## src/rtl/gpio_in_cond.sv

```systemverilog
// gpio_in_cond: synchronise, debounce and edge-flag raw GPIO pins, with per-bit ack
// and a maskable interrupt request.
module gpio_in_cond #(
    parameter int WIDTH           = 8,
    parameter int DEBOUNCE_CYCLES = 12000
) (
    input  logic             clk,
    input  logic             reset_n,
    input  logic [WIDTH-1:0] pins_i,
    output logic [WIDTH-1:0] gpio_o,
    output logic [WIDTH-1:0] rise_o,
    output logic [WIDTH-1:0] fall_o,
    input  logic [WIDTH-1:0] ack_i,
    input  logic [WIDTH-1:0] irq_en_i,
    output logic             irq_o
);
    localparam int CW = DEBOUNCE_CYCLES > 1 ? $clog2(DEBOUNCE_CYCLES) : 1;
    localparam logic [CW-1:0] LAST = CW'(DEBOUNCE_CYCLES - 1);
    logic [WIDTH-1:0] r_s1, r_s2, r_stable, r_rise, r_fall;
    logic [CW-1:0]    r_cnt [WIDTH];
    logic [WIDTH-1:0] w_flip;
    // a bit flips only once its synchronised level has disagreed for the full window
    always_comb begin
        for (int i = 0; i < WIDTH; i++)
            w_flip[i] = (r_s2[i] != r_stable[i]) && (r_cnt[i] == LAST);
    end
    always_ff @(posedge clk or negedge reset_n) begin
        if (!reset_n) begin
            r_s1     <= '0;
            r_s2     <= '0;
            r_stable <= '0;
            r_rise   <= '0;
            r_fall   <= '0;
            for (int i = 0; i < WIDTH; i++)
                r_cnt[i] <= '0;
        end else begin
            r_s1     <= pins_i;
            r_s2     <= r_s1;
            r_stable <= r_stable ^ w_flip;
            r_rise   <= (w_flip & r_s2) | (r_rise & ~ack_i);
            r_fall   <= (w_flip & ~r_s2) | (r_fall & ~ack_i);
            for (int i = 0; i < WIDTH; i++)
                r_cnt[i] <= (r_s2[i] == r_stable[i] || w_flip[i]) ? '0 : r_cnt[i] + 1'b1;
        end
    end
    assign gpio_o = r_stable;
    assign rise_o = r_rise;
    assign fall_o = r_fall;
    assign irq_o  = |((r_rise | r_fall) & irq_en_i);
endmodule

```

## config.mk

```make
export PLATFORM = sky130hd
export DESIGN_NAME = gpio_in_cond
export DESIGN_NICKNAME = d
export VERILOG_FILES = /design/src/rtl/gpio_in_cond.sv
export SDC_FILE = /design/constraint.sdc
export NUM_CORES = 1
export LEC_CHECK = 0
export ABC_AREA = 1
export BUFFER_PORTS_ARGS = -buffer_cell sky130_fd_sc_hd__buf_2
export CAP_MARGIN = 20
export CORE_MARGIN = 4
export CORE_UTILIZATION = 60
export CTS_CLUSTER_DIAMETER = 60
export DETAILED_ROUTE_END_ITERATION = 8
export PLACE_DENSITY = 0.85
export SLEW_MARGIN = 5
export SYNTH_ARGS = -nofsm -noshare
export SYNTH_HDL_FRONTEND = slang
export SYNTH_SLANG_ARGS = --single-unit
```

## constraint.sdc

```tcl
create_clock -name clk -period 4.35 [get_ports clk]
set_input_delay 0.2175 -clock clk [delete_from_list [all_inputs] [get_ports clk]]
set_output_delay 0.2175 -clock clk [all_outputs]
set_load 0.03 [all_outputs]
```

==> reports/summary.txt <==
final core utilization = 69.94%
Via-to-Cell Ratio = 5.179
Primary FF master, synth = dfrtp_1
outcome = complete, no violations
total gr overflow = 0
CTS Buf Count = 17
sequential share of power = 48.8%
Setup-failing EPs final = 0
crit path launch = fall_o[3]
Die Ht = 122.1 µm
WL met3 = 765 µm
final std cell area, no fill = 8862 µm²
EDFF count, synth = 0
vias in the first global route = 6,337
Int Pwr = 0.002367 W
hold_sp = ack_i[5]
H-tree lvl count = 4
commonest non-fill, non-tap cell in the layout = nand2_1
share of layout cells above drive strength 1 = 9.300%
part of the cycle the worst path needs = 48.81%
die extent in x = 122.1 µm
drt pass-1 iters = 5
met2 WL = 7784 µm
Post-Syn Instances = 1,005
synth unique cells = 17
VDD IR-drop max = 0.0002903 V
synthesis-to-layout area growth = 13.40%
RSZ-0062 raised after global routing = no
f_max = 471.0 MHz
overall global routing resource usage = 22.67%
Worst Skew = 0.003730 ns
# DRC = 0
Switching Fraction = 21.21%
Critical Path Fanout Max = 3
Slew @ Worst Pin = 0.9820 ns
Syn Nets = 1,039
wl on met1 = 6879 µm
Sink Count = 152
vias = 6,520
Avg Inst Size Synth = 7.776 µm²
Die Area = 14,910 µm²
Final min period = 2.123 ns
Initial Util = 61.68%
Final Non-Filler Cells = 1,259
FF-to-FF Start = r_cnt[98]
area share of the largest cell type after synthesis = 48.67%
Setup crit end kind = output port
synthesis-stage register bit count = 152
clk_lat worst skew = 0.42 ns
hpwl dp = 11,030 µm
placed inst area = 8204 µm²
Routed Antenna Nets = 0
CORE AREA = 12,670 µm²
first-pass GRT wire length = 27,120 µm
Max Root-Sink Buffers = 2
Mapped Area = 7815 µm²
CTS tree = built
clock root buffer master = clkbuf_16
fill cell count = 948
CP required = 4.13 ns
Routed WL per cell = 12.58 µm
commonest cells after routing, fill and taps aside = nand2_1, nor2_1, dfrtp_1, inv_1
ys async rst share = 100.0%
largest cells by area after synthesis = dfrtp_1, nand2_1, nor2_1
Hold Path Class = input port to register
Final Slew Violations = 0
clock power share = 47.5%
max layer used = met4
port buffer count = 50
Final GP Congestion = 0.8792
critical path class = register to output port
initial DRC count = 587
worst rel slew slack = 34.54%
clock transition at the registers of the reported paths = 0.06 ns
Arr. time, crit path = 1.91 ns
cell taking the most area after synthesis = dfrtp_1
Psw = 0.0006373 W
cts repair resizes = 0
sequential cell area fraction in the yosys report = 48.67%
initial antenna violation count = 1
YS warnings = 0
max-cap violations = 0
LEAKAGE = 3.968 nW
nature of the critical path startpoint = register
pin count of the biggest net entering global routing = 113
I/O pin cnt = 51
Comb pwr share = 3.7%
post-placement cell count = 1,220
Final nets = 1,110
Final Hold Fails = 0
Pwr Density = 339.0 nW/µm²
WL final = 15,840 µm
final setup TNS = 0 ns
row cnt = 41
## synth_stat cells, types with 9 or more instances
master and n:
nand3_1 61, nand4_1 61, o21ai_0 12, nand2_1 283
xor2_1 50, nor3_1 9, xnor2_1 10, dfrtp_1 152
inv_1 100, nor2_1 225
## routing by layer
metal | global-route usage (%) | vias to the layer above
met5 | 0 | -
met4 | 9.727 | 0
met3 | 6.128 | 35
met2 | 38.23 | 158
met1 | 27.50 | 2992
li1 | - | 3335
## final timing paths
| kind | depth (start not counted) | end | slack [ns] |
|---|---|---|---|
| setup / recovery | 4 | irq_o | 2.23 |
| hold / removal | 4 | rise_o[5] | 0.04 |
| setup reg to reg | 6 | r_cnt[111] | 2.74 |
| hold reg to reg | 0 | r_s2[6] | 0.35 |
| max in group asynchronous | 3 | r_cnt[46] | 2.75 |
| min in group asynchronous | 2 | r_cnt[66] | 0.47 |
## repair_timing
item                      4_1_cts  5_1_grt
hold endpoints to repair       75        0
hold buffers                    9        0
setup buffers                   0        0
## logic make-up (layout without fill, tap and decap cells)
| group | Yosys count | count (layout) | synth area share [%] |
|---|---|---|---|
| adders and majority gates | 8 | 8 | 1.281 |
| other | 0 | 1 | 0 |
| DFF | 152 | 152 | 48.67 |
| AOI/OAI and AO/OA | 14 | 14 | 0.9606 |
| and+or+nand+nor | 663 | 663 | 36.41 |
| xor gates and xnor gates | 60 | 60 | 6.724 |
| buffers and inverters | 108 | 189 | 5.956 |
## critical path: stages, from the launching register on
cell,delay [ns]
dfrtp_1,0.39
o21ai_0,0.47
nand4_1,0.13
or2_2,0.32
buf_2,0.18
## sequential cells by signal, indices dropped and copies added, names as in the netlist, named ones only
signal	count
r_cnt	112
fall_o	8
r_s1	8
r_s2	8
rise_o	8
## power groups by stage
stage	clock, W	sequential, W	combinational [W]
6_report	0.00143	0.00147	0.000111
5_1_grt	0.00152	0.00147	0.000130
4_1_cts	0.00145	0.00147	0.000114
3_5_place_dp	0	0.00149	0.000107
3_3_place_gp	0	0.00149	0.000104
2_1_floorplan	0	0.00149	0.0000628
## cell type report
type                    count  area (µm²)  area share [%]
flip-flops and latches    152        3804           42.92
multi-input cells         745        3546           40.01
clock buffers              20       436.7           4.927
inverters                 100       375.4           4.235
repair buffers             60       354.1           3.995
well taps                 172       215.2           2.428
clock inverters             9       128.9           1.454
diodes                      1       2.502         0.02824
## per-stage QoR
| stage | hold slack (ns) | power, W | worst slack [ns] |
|---|---|---|---|
| after floorplan | -0.07809 | 0.001549 | 2.967 |
| after global placement | 0.3247 | 0.001594 | 2.705 |
| after detailed placement | 0.3274 | 0.001599 | 2.681 |
| after CTS | 0.02879 | 0.003034 | 2.200 |
| after global routing | 0.04666 | 0.003118 | 2.076 |
| final | 0.04192 | 0.003004 | 2.227 |
No activity file was read; power rests on OpenSTA's default activity.
